### src/rtl/tl_pkg.sv
// TileLink-UL opcodes shared by the width widgets and the beats-per-wide-beat helper.
package tl_pkg;

  typedef enum logic [2:0] {
    PUT_FULL_DATA    = 3'd0,
    PUT_PARTIAL_DATA = 3'd1,
    GET              = 3'd4
  } tl_a_op_e;

  typedef enum logic [2:0] {
    ACCESS_ACK      = 3'd0,
    ACCESS_ACK_DATA = 3'd1
  } tl_d_op_e;

  // Narrow beats making up one wide beat: 2^(size-lg) clamped to [1, r].
  function automatic int unsigned tl_bpb(input logic        multi,
                                         input int unsigned size,
                                         input int unsigned lg,
                                         input int unsigned r);
    int unsigned beats;
    beats = 1;
    if (multi && (size > lg)) begin
      if ((size - lg) >= 16) beats = r;
      else                   beats = 32'd1 << (size - lg);
      if (beats > r) beats = r;
    end
    return beats;
  endfunction

endpackage

### src/rtl/tl_d_beat_merger.sv
// Merges narrow D-channel beats into one wide beat; sub-width responses are replicated across lanes.
module tl_d_beat_merger
  import tl_pkg::*;
#(
  parameter int unsigned OUT_BYTES = 4,
  parameter int unsigned R         = 2,
  parameter int unsigned SIZE_W    = 3
) (
  input  logic                     i_clk,
  input  logic                     i_rst_n,
  input  logic                     i_valid,
  input  logic [2:0]               i_opcode,
  input  logic [SIZE_W-1:0]        i_size,
  input  logic [8*OUT_BYTES-1:0]   i_data,
  input  logic                     i_denied,
  input  logic                     i_corrupt,
  input  logic                     i_ready_up,
  output logic                     o_ready,
  output logic                     o_valid,
  output logic [R*8*OUT_BYTES-1:0] o_data,
  output logic                     o_denied,
  output logic                     o_corrupt
);

  localparam int unsigned OUT_W = 8 * OUT_BYTES;
  localparam int unsigned LG    = $clog2(OUT_BYTES);
  localparam int unsigned CNT_W = $clog2(R);

  logic [CNT_W-1:0] r_cnt;
  logic [OUT_W-1:0] r_buf [R-1];
  logic             r_denied;
  logic             r_corrupt;

  logic [CNT_W-1:0] w_bpb_m1;
  logic             w_last;
  logic             w_fire;

  assign w_bpb_m1 = CNT_W'(tl_bpb(i_opcode == ACCESS_ACK_DATA, 32'(i_size), LG, R) - 1);
  assign w_last   = (r_cnt == w_bpb_m1);
  assign o_valid  = i_valid & w_last;
  assign o_ready  = w_last ? i_ready_up : 1'b1;
  assign w_fire   = i_valid & o_ready;

  assign o_denied  = r_denied  | i_denied;
  assign o_corrupt = r_corrupt | i_corrupt;

  // Non-final beats are parked in their lane slot; the final beat emits and clears.
  always_ff @(posedge i_clk or negedge i_rst_n) begin
    if (!i_rst_n) begin
      r_cnt     <= '0;
      r_denied  <= 1'b0;
      r_corrupt <= 1'b0;
      for (int e = 0; e < int'(R) - 1; e++) r_buf[e] <= '0;
    end else if (w_fire) begin
      if (w_last) begin
        r_cnt     <= '0;
        r_denied  <= 1'b0;
        r_corrupt <= 1'b0;
      end else begin
        r_cnt     <= r_cnt + CNT_W'(1);
        r_denied  <= r_denied | i_denied;
        r_corrupt <= r_corrupt | i_corrupt;
        for (int e = 0; e < int'(R) - 1; e++) begin
          if (r_cnt == CNT_W'(e)) r_buf[e] <= i_data;
        end
      end
    end
  end

  // Lane j takes group slot (j mod bpb); the top slot of the group is the live beat.
  always_comb begin
    o_data = '0;
    for (int j = 0; j < int'(R); j++) begin : g_lane
      logic [CNT_W-1:0] slot;
      logic [OUT_W-1:0] word;
      slot = CNT_W'(j) & w_bpb_m1;
      word = i_data;
      for (int e = 0; e < int'(R) - 1; e++) begin
        if ((slot != w_bpb_m1) && (slot == CNT_W'(e))) word = r_buf[e];
      end
      o_data[j*OUT_W +: OUT_W] = word;
    end
  end

endmodule

### src/rtl/tl_width_widget_down.sv
// TileLink-UL wide-to-narrow width converter: splits A data beats, merges D AccessAckData beats.
module tl_width_widget_down
  import tl_pkg::*;
#(
  parameter int unsigned IN_BYTES  = 8,
  parameter int unsigned OUT_BYTES = 4,
  parameter int unsigned ADDR_W    = 31,
  parameter int unsigned SOURCE_W  = 8,
  parameter int unsigned SIZE_W    = 3
) (
  input  logic                   clock,
  input  logic                   reset,

  input  logic                   in_a_valid,
  output logic                   in_a_ready,
  input  logic [2:0]             in_a_opcode,
  input  logic [2:0]             in_a_param,
  input  logic [SIZE_W-1:0]      in_a_size,
  input  logic [SOURCE_W-1:0]    in_a_source,
  input  logic [ADDR_W-1:0]      in_a_address,
  input  logic [IN_BYTES-1:0]    in_a_mask,
  input  logic [8*IN_BYTES-1:0]  in_a_data,
  input  logic                   in_a_corrupt,

  output logic                   in_d_valid,
  input  logic                   in_d_ready,
  output logic [2:0]             in_d_opcode,
  output logic [1:0]             in_d_param,
  output logic [SIZE_W-1:0]      in_d_size,
  output logic [SOURCE_W-1:0]    in_d_source,
  output logic                   in_d_sink,
  output logic                   in_d_denied,
  output logic [8*IN_BYTES-1:0]  in_d_data,
  output logic                   in_d_corrupt,

  output logic                   out_a_valid,
  input  logic                   out_a_ready,
  output logic [2:0]             out_a_opcode,
  output logic [2:0]             out_a_param,
  output logic [SIZE_W-1:0]      out_a_size,
  output logic [SOURCE_W-1:0]    out_a_source,
  output logic [ADDR_W-1:0]      out_a_address,
  output logic [OUT_BYTES-1:0]   out_a_mask,
  output logic [8*OUT_BYTES-1:0] out_a_data,
  output logic                   out_a_corrupt,

  input  logic                   out_d_valid,
  output logic                   out_d_ready,
  input  logic [2:0]             out_d_opcode,
  input  logic [1:0]             out_d_param,
  input  logic [SIZE_W-1:0]      out_d_size,
  input  logic [SOURCE_W-1:0]    out_d_source,
  input  logic                   out_d_sink,
  input  logic                   out_d_denied,
  input  logic [8*OUT_BYTES-1:0] out_d_data,
  input  logic                   out_d_corrupt
);

  localparam int unsigned R     = IN_BYTES / OUT_BYTES;
  localparam int unsigned CNT_W = $clog2(R);
  localparam int unsigned LG    = $clog2(OUT_BYTES);
  localparam int unsigned IN_LG = $clog2(IN_BYTES);
  localparam int unsigned OUT_W = 8 * OUT_BYTES;

  logic [CNT_W-1:0] r_a_cnt;
  logic [CNT_W-1:0] w_a_bpb_m1;
  logic [CNT_W-1:0] w_a_lane;
  logic             w_a_last;
  logic             w_a_fire;

  assign w_a_bpb_m1 = CNT_W'(tl_bpb(in_a_opcode != GET, 32'(in_a_size), LG, R) - 1);
  assign w_a_last   = (r_a_cnt == w_a_bpb_m1);
  assign w_a_fire   = in_a_valid & out_a_ready;
  assign w_a_lane   = in_a_address[IN_LG-1:LG] + r_a_cnt;

  // Narrow-beat index within the current wide beat; wraps per wide beat of a burst.
  always_ff @(posedge clock or negedge reset) begin
    if (!reset)        r_a_cnt <= '0;
    else if (w_a_fire) r_a_cnt <= w_a_last ? '0 : r_a_cnt + CNT_W'(1);
  end

  assign out_a_valid   = in_a_valid;
  assign in_a_ready    = out_a_ready & w_a_last;
  assign out_a_opcode  = in_a_opcode;
  assign out_a_param   = in_a_param;
  assign out_a_size    = in_a_size;
  assign out_a_source  = in_a_source;
  assign out_a_address = in_a_address;
  assign out_a_corrupt = in_a_corrupt;
  assign out_a_data    = in_a_data[32'(w_a_lane)*OUT_W +: OUT_W];
  assign out_a_mask    = in_a_mask[32'(w_a_lane)*OUT_BYTES +: OUT_BYTES];

  tl_d_beat_merger #(
    .OUT_BYTES (OUT_BYTES),
    .R         (R),
    .SIZE_W    (SIZE_W)
  ) u_d_merge (
    .i_clk      (clock),
    .i_rst_n    (reset),
    .i_valid    (out_d_valid),
    .i_opcode   (out_d_opcode),
    .i_size     (out_d_size),
    .i_data     (out_d_data),
    .i_denied   (out_d_denied),
    .i_corrupt  (out_d_corrupt),
    .i_ready_up (in_d_ready),
    .o_ready    (out_d_ready),
    .o_valid    (in_d_valid),
    .o_data     (in_d_data),
    .o_denied   (in_d_denied),
    .o_corrupt  (in_d_corrupt)
  );

  assign in_d_opcode = out_d_opcode;
  assign in_d_param  = out_d_param;
  assign in_d_size   = out_d_size;
  assign in_d_source = out_d_source;
  assign in_d_sink   = out_d_sink;

endmodule

### config.mk
export PLATFORM = sky130hd
export DESIGN_NAME = tl_width_widget_down
export DESIGN_NICKNAME = d
export VERILOG_FILES = /design/src/rtl/tl_pkg.sv /design/src/rtl/tl_d_beat_merger.sv /design/src/rtl/tl_width_widget_down.sv
export SDC_FILE = /design/constraint.sdc
export NUM_CORES = 1
export LEC_CHECK = 0
export BUFFER_PORTS_ARGS = -buffer_cell sky130_fd_sc_hd__buf_2
export CAP_MARGIN = 20
export CORE_AREA = 2 2 134 136
export CTS_CLUSTER_SIZE = 28
export DETAILED_ROUTE_END_ITERATION = 10
export DIE_AREA = 0 0 136 138
export PLACE_DENSITY = 0.46
export SLEW_MARGIN = 30
export SYNTH_ARGS = -nofsm -noshare
export SYNTH_HDL_FRONTEND = slang
export SYNTH_SLANG_ARGS = --single-unit
export TNS_END_PERCENT = 50
### constraint.sdc
create_clock -name clock -period 4.2 [get_ports clock]
set_input_delay 0.63 -clock clock [delete_from_list [all_inputs] [get_ports clock]]
set_output_delay 0.63 -clock clock [all_outputs]
set_load 0.02 [all_outputs]
==> impl_metrics.toml, run 1 <==
[timing]
rsz0062_at_grt = "false"
finalSetupViolations = 0
hold_viol = 0
worstMarginPinSlew_ns = 0.8497
timing.setup.tns_ns = 0
slew_headroom_pct = 43.29
maxSlewViolCount = 0
clock.fmax_mhz = 300.6
fin_skew_ns = 0.002983
fin_crit_ns = 3.327
finalCritPeriodShare_pct = 79.22
worst_slack_ns = 0.8729

[yosys]
synth-seq-cells = 36
yosys.area.top_type = "dfrtp_1"
synth.cell_area_sq_um = 3308
yosys.area.top_type_share_pct = 27.23
synth_warnings = 0
synth_fp_nets = 479
postSynthAreaPerCell_sq_um = 11.41
seq_area_frac_synth_pct = 27.23
ys_types = 26
synthTopCellsByArea = "dfrtp_1 27%, buf_4 22%, mux2_2 22%"
synth_cells = 290

[final_layout]
drive_gt1_share_pct = 81.42
diodes = 0
syn_to_final_growth_pct = 27.34
final-seq-area_sq_um = 900.9
n_fill_cell = 1921
multi_input_area_sq_um = 1587
layout.nets = 624

[clocking]
cts_hold_buf = 0
clkTransAtPathRegs_ns = 0.06
clk_latency_ns = 0.28
cts.path.max_buffers = 2
post_cts_buffers = 0
htree_levels = 2
cts-root-buf = "clkbuf_16"
numCtsBuffers = 5
cts_resized = 0
cts_tree = "done"
cts_num_sinks = 36

[global_routing]
grt_use_total_pct = 11.90
overflow = 0
grt_pass1_vias = 2645
antenna_found_initial = 0
grt_first_pass_wirelength_mm = 16.14
grt_max_degree = 37

[route]
vias = 2574
drt_first_pass_iters = 4
wire_per_inst_microns = 18.12
wirelength_mm = 12.05
drc_errors = 0
drt_iter0_drc = 32
viasPerCell = 3.871
ant_nets = 0

[setup_path]
timing.rr.end = "u_d_merge.r_buf[31]"
worst-path-stages = 8
critPathMaxStageDelay_ns = 0.54
crit_slowest_cell = "buf_4"
path_cells = "buf_2, inv_1, ha_1, nor3b_1, a211oi_4, buf_4, mux2_2, buf_2"
timing.critical_path.arrival_ns = 2.70
crit_buf_inv = 4
cp_max_fo = 32
required_ns = 3.57
reg2reg_depth = 5
path_common_cell = "buf_2"
worst_setup_path_start_kind = "primary input"
path_class = "in2out"
r2r_setup_slack_ns = 2.03
cp_top_family = "buffers and inverters"
worstSetupEndpointType = "output port"
rr_startpoint = "u_d_merge.r_cnt"

[power]
power_density_nw_per_um2 = 384.1
p_int_mw = 1.035
switchingPower_uw = 583.2
clkPwrFrac_pct = 26.2
p_comb_share_pct = 44.4
ir_worst_vdd_mv = 0.1479
seq_power_share_pct = 29.5
p_leak_nw = 2.227
p_sw_share_pct = 36.04

[floorplanning]
io_pins = 350
die_area_sq_um = 18770
die_h_microns = 138
initial_core_util_pct = 18.87
design.core.area_sq_um = 17530
die_w_microns = 136
rows = 49

[placed_design]
finalWeightedCongestion = 0.7790
portBuffers = 243
place_ws_ns = 0.7032
hpwl_mm = 10.46

[hold_path]
min_path_type = "in2async"

[flow_run]
max_cap_violations = 0

[outcome]
status = "completed"
## metrics by stage
| step | total power, mW | std cells | hold slack, ns | instance area [sq um] | utilization, % |
|---|---|---|---|---|---|
| CTS | 1.657 | 665 | 0.4980 | 4210 | 24.01 |
| finish | 1.618 | 665 | 0.3199 | 4213 | 24.03 |
| global placement | 1.203 | 657 | 0.4892 | 4043 | 23.06 |
| detailed placement | 1.215 | 657 | 0.4946 | 4043 | 23.06 |
| floorplan | 1.029 | 290 | 0.3344 | 3308 | - |
| global route | 1.720 | 665 | 0.3515 | 4213 | 24.03 |
## worst max-delay path by stage
stage	slack, ns	endpoint	startpoint
3_3_place_gp	0.79	u_d_merge.r_buf[29]	out_d_size[1]
5_1_grt	0.71	in_d_data[0]	out_d_size[1]
3_5_place_dp	0.70	u_d_merge.r_buf[21]	out_d_size[1]
2_1_floorplan	1.21	u_d_merge.r_buf[0]	out_d_size[1]
6_report	0.87	in_d_data[0]	out_d_size[1]
4_1_cts	0.82	in_d_data[0]	out_d_size[1]
## routing by layer
metal / GRT usage (%) / up-vias / routed length (microns) / share of wire (%)
met5: 0 / - / 0 / 0
met4: 2.961 / 0 / 166 / 1.4
met3: 4.290 / 14 / 1317 / 11
met2: 22.88 / 180 / 6259 / 52
met1: 11.90 / 1204 / 4304 / 36
li1: - / 1176 / - / -
## power groups by stage
stage,Combinational (mW),Clock [mW],Sequential (mW)
floorplan,0.561,0,0.468
global placement,0.722,0,0.480
detailed placement,0.732,0,0.483
CTS,0.735,0.445,0.476
global route,0.769,0.463,0.487
finish,0.718,0.424,0.477
## final cells by class
type / instances / share of cell area, %
Clock buffer: 5 / 2.970
Clock inverter: 3 / 1.010
Inverter: 8 / 0.7128
Multi-Input combinational cell: 138 / 37.66
Sequential cell: 36 / 21.38
Tap cell: 229 / 6.801
Timing Repair Buffer: 246 / 29.46
## synthesized netlist by cell type
master,count
nor3b_1,1
o21ai_0,3
buf_6,3
and2_1,2
xnor2_2,1
or2_2,2
dfrtp_1,36
mux2i_1,1
nor2_1,1
or3b_1,1
a222oi_1,1
buf_2,6
nand3_1,1
mux2_2,66
nand2b_1,1
a21oi_1,2
o41ai_1,1
ha_1,11
nand2_1,5
inv_1,8
mux2_1,6
a211oi_4,1
nor4b_2,1
and2_0,1
buf_4,99
mux2_4,29
## cells by family (layout without fill, tap and decap cells)
kind of cell               after synthesis  count (layout)  synth area share, %
buffers and inverters                  116             262                25.30
muxes                                  102             102                37.97
DFF                                     36              36                27.23
and+or+nand+nor                         16              16                2.912
adders and majority gates               11              11                4.160
AOI/OAI and AO/OA                        8               8                1.929
xor gates and xnor gates                 1               1               0.4918
## sequential cells by signal (all words and copies together), names as in the netlist
signal / flops
u_d_merge.r_cnt: 1
u_d_merge.r_buf: 32
u_d_merge.r_corrupt: 1
u_d_merge.r_denied: 1
r_a_cnt: 1
## cell usage in the layout (no fill, tap or decap)
cell        count
bufinv_16       1
a21oi_1         2
nor4b_2         1
and2_1          2
xnor2_4         1
clkinv_2        1
a211oi_4        1
and2_0          1
buf_4           4
nor3b_1         1
ha_1           11
or2_2           2
dfrtp_1        36
or3b_1          1
mux2_2         66
inv_1           8
clkinvlp_4      1
nand2_1         5
mux2i_1         1
o41ai_1         1
clkbuf_16       5
nand3_2         1
mux2_1          6
o21ai_0         3
buf_2         242
a222oi_1        1
nor2_1          1
nand2b_1        1
mux2_4         29
Power figures use the tool's default switching activity.
==> run 2: changes to the inputs <==
--- a/config.mk
+++ b/config.mk
@@ -5,13 +5,14 @@
 export SDC_FILE = /design/constraint.sdc
 export NUM_CORES = 1
 export LEC_CHECK = 0
+export ABC_AREA = 1
 export BUFFER_PORTS_ARGS = -buffer_cell sky130_fd_sc_hd__buf_2
 export CAP_MARGIN = 20
-export CORE_AREA = 2 2 134 136
+export CORE_AREA = 2 2 137 139
 export CTS_CLUSTER_SIZE = 28
 export DETAILED_ROUTE_END_ITERATION = 10
-export DIE_AREA = 0 0 136 138
-export PLACE_DENSITY = 0.46
+export DIE_AREA = 0 0 139 141
+export PLACE_DENSITY = 0.47
 export SLEW_MARGIN = 30
 export SYNTH_ARGS = -nofsm -noshare
 export SYNTH_HDL_FRONTEND = slang
==> constraint.sdc (replaced) <==
create_clock -name clock -period 3 [get_ports clock]
set_input_delay 0.45 -clock clock [delete_from_list [all_inputs] [get_ports clock]]
set_output_delay 0.45 -clock clock [all_outputs]
set_load 0.02 [all_outputs]
==> run 2 against run 1 <==
Against the previous run:
- synthesized area rose by 4.3%
- die area rose by 4.4%
- combinational power rose by 17%
- clock skew barely moved
- global-route usage fell by 0.050 points
==> impl_metrics.toml, run 2 <==
[timing]
worst_slack_ns = 0.4719
fin_crit_ns = 2.528
finalCritPeriodShare_pct = 84.27
maxSlewViolCount = 0
finalSetupViolations = 0
timing.setup.tns_ns = 0
rsz0062_at_grt = "false"
hold_viol = 0
fin_skew_ns = 0.002628
slew_headroom_pct = 67.16
worstMarginPinSlew_ns = 0.4926
clock.fmax_mhz = 395.6

[floorplanning]
die_area_sq_um = 19600
die_w_microns = 139
design.core.area_sq_um = 18270
rows = 50
io_pins = 350
initial_core_util_pct = 18.89
die_h_microns = 141

[setup_path]
cp_top_family = "adder cells"
path_common_cell = "inv_1"
worst_setup_path_start_kind = "primary input"
path_cells = "buf_2, inv_1, ha_1, nor2_1, nand4_1, o21ai_4, inv_1, ha_1, nand2_1, inv_1, buf_2"
timing.critical_path.arrival_ns = 2.08
required_ns = 2.55
r2r_setup_slack_ns = 1.41
crit_buf_inv = 5
path_class = "in2out"
cp_max_fo = 6
worstSetupEndpointType = "output port"
critPathMaxStageDelay_ns = 0.38
crit_slowest_cell = "ha_1"

[yosys]
synth_async_sr_flop_share_pct = 100.0
synth_fp_nets = 715
yosys.area.top_type = "dfrtp_1"
synthTopCellsByCount = "173 x nand2_1, 99 x buf_4, 66 x nand3_1"
synth_cells = 526
seq_area_frac_synth_pct = 26.11
ys_types = 22
synthTopCellsByArea = "dfrtp_1 26%, buf_4 22%, nand2_1 19%"
yosys.area.top_type_share_pct = 26.11
postSynthAreaPerCell_sq_um = 6.560
synth_ff_type = "dfrtp_1"
yosysMostFrequentCell = "nand2_1"
synth.cell_area_sq_um = 3451
synth-seq-cells = 36
synth_warnings = 0
synth_edf_count = 0

[route]
ant_nets = 0
wire_per_inst_microns = 13.79
viasPerCell = 3.920
drt_iter0_drc = 175
drt_first_pass_iters = 4
drc_errors = 0
wirelength_mm = 12.35
vias = 3508

[power]
clkPwrFrac_pct = 28.4
p_int_mw = 1.275
power_density_nw_per_um2 = 481.1
p_leak_nw = 2.672
ir_worst_vdd_mv = 0.1807
p_sw_share_pct = 38.85
switchingPower_uw = 809.8
seq_power_share_pct = 31.3
p_comb_share_pct = 40.2

[global_routing]
grt.busiest_layer = "met2"
antenna_found_initial = 0
overflow = 0
grt_max_degree = 73
grt_use_total_pct = 11.85
use_met1_pct = 14.15
grtUsageMet2_pct = 20.27
grt_first_pass_wirelength_mm = 18.17
met3_usage_pct = 4.110
grt_pass1_vias = 3240

[clocking]
cts-root-buf = "clkbuf_16"
clk_latency_ns = 0.28
cts_num_sinks = 36
cts_resized = 0
htree_levels = 2
cts.path.max_buffers = 2
post_cts_buffers = 0
numCtsBuffers = 5
clkTransAtPathRegs_ns = 0.06
cts_tree = "done"
cts_hold_buf = 0

[placed_design]
finalWeightedCongestion = 0.7079
post-place-cells = 887
portBuffers = 243
place_ws_ns = 0.3707
hpwl_mm = 9.922
placed_cell_area_sq_um = 4167

[outcome]
status = "completed"

[final_layout]
diodes = 0
drive_gt1_share_pct = 39.94
layout_common_cells = "242 x buf_2, 173 x nand2_1, 66 x nand3_1"
layout.nets = 849
fin_area_sq_um = 4333
regMostFlops = "u_d_merge.r_buf"
stdcell_count = 895
syn_to_final_growth_pct = 25.56
final_common_cell = "buf_2"
largest_reg_flops = 32

[hold_path]
min_path_type = "in2async"

[flow_run]
max_cap_violations = 0
[run 2: worst register-to-register path: cells and delay by family, from the launching register on]
family | cells | cell delay [ns]
flip-flops | 1 | 0.32
AND/OR/NAND/NOR | 3 | 0.28
AO/OA/AOI/OAI | 1 | 0.21
buffers and inverters | 2 | 0.30
adder cells (fa/ha/maj) | 1 | 0.36
[run 2: final cells by class]
cell class	instances	area [sq um]
well taps	234	292.8
clock buffers	6	128.9
fillers	2096	13930
inverters	56	210.2
multi-input cells	309	1466
repair buffers	252	1299
flip-flops and latches	36	900.9
clock inverters	2	35.03
[run 2: final timing paths]
check                                    start             endpoint  depth (start not counted)
max                              out_d_size[1]           in_d_valid                         11
min                                      reset  u_d_merge.r_buf[10]                          1
max reg2reg                    u_d_merge.r_cnt  u_d_merge.r_buf[10]                          7
min reg2reg                u_d_merge.r_buf[25]  u_d_merge.r_buf[25]                          2
max in group asynchronous                reset              r_a_cnt                          1
min in group clock              out_d_data[13]  u_d_merge.r_buf[13]                          3
[run 2: metal layers]
metal	part of all wire (%)	vias to the layer above
met5	0	-
met4	1.7	0
met3	10	20
met2	48	209
met1	41	1486
li1	-	1793
[run 2: per-stage QoR]
stage / hold slack, ns / utilization, % / total power, mW
finish: 0.1314 / 23.72 / 2.084
CTS: 0.3179 / 23.71 / 2.127
detailed placement: 0.4594 / 22.81 / 1.517
floorplan: 0.1544 / - / 1.298
global placement: 0.4563 / 22.81 / 1.514
global route: 0.1748 / 23.72 / 2.235
[run 2: kinds of logic (layout without fill, tap and decap cells)]
| group | Yosys count | after routing | share of synthesized area [%] |
|---|---|---|---|
| DFF | 36 | 36 | 26.11 |
| adders and majority gates | 11 | 11 | 3.988 |
| buffers and inverters | 181 | 316 | 31.73 |
| xor gates and xnor gates | 1 | 1 | 0.4715 |
| and+or+nand+nor | 252 | 252 | 30.06 |
| AOI/OAI and AO/OA | 45 | 45 | 7.651 |
[run 2: power groups by stage]
stage | Clock, mW | Combinational, mW | Sequential [mW]
after floorplan | 0 | 0.655 | 0.642
after global placement | 0 | 0.852 | 0.662
after detailed placement | 0 | 0.860 | 0.657
after CTS | 0.613 | 0.861 | 0.653
after global routing | 0.628 | 0.938 | 0.669
final | 0.593 | 0.838 | 0.653
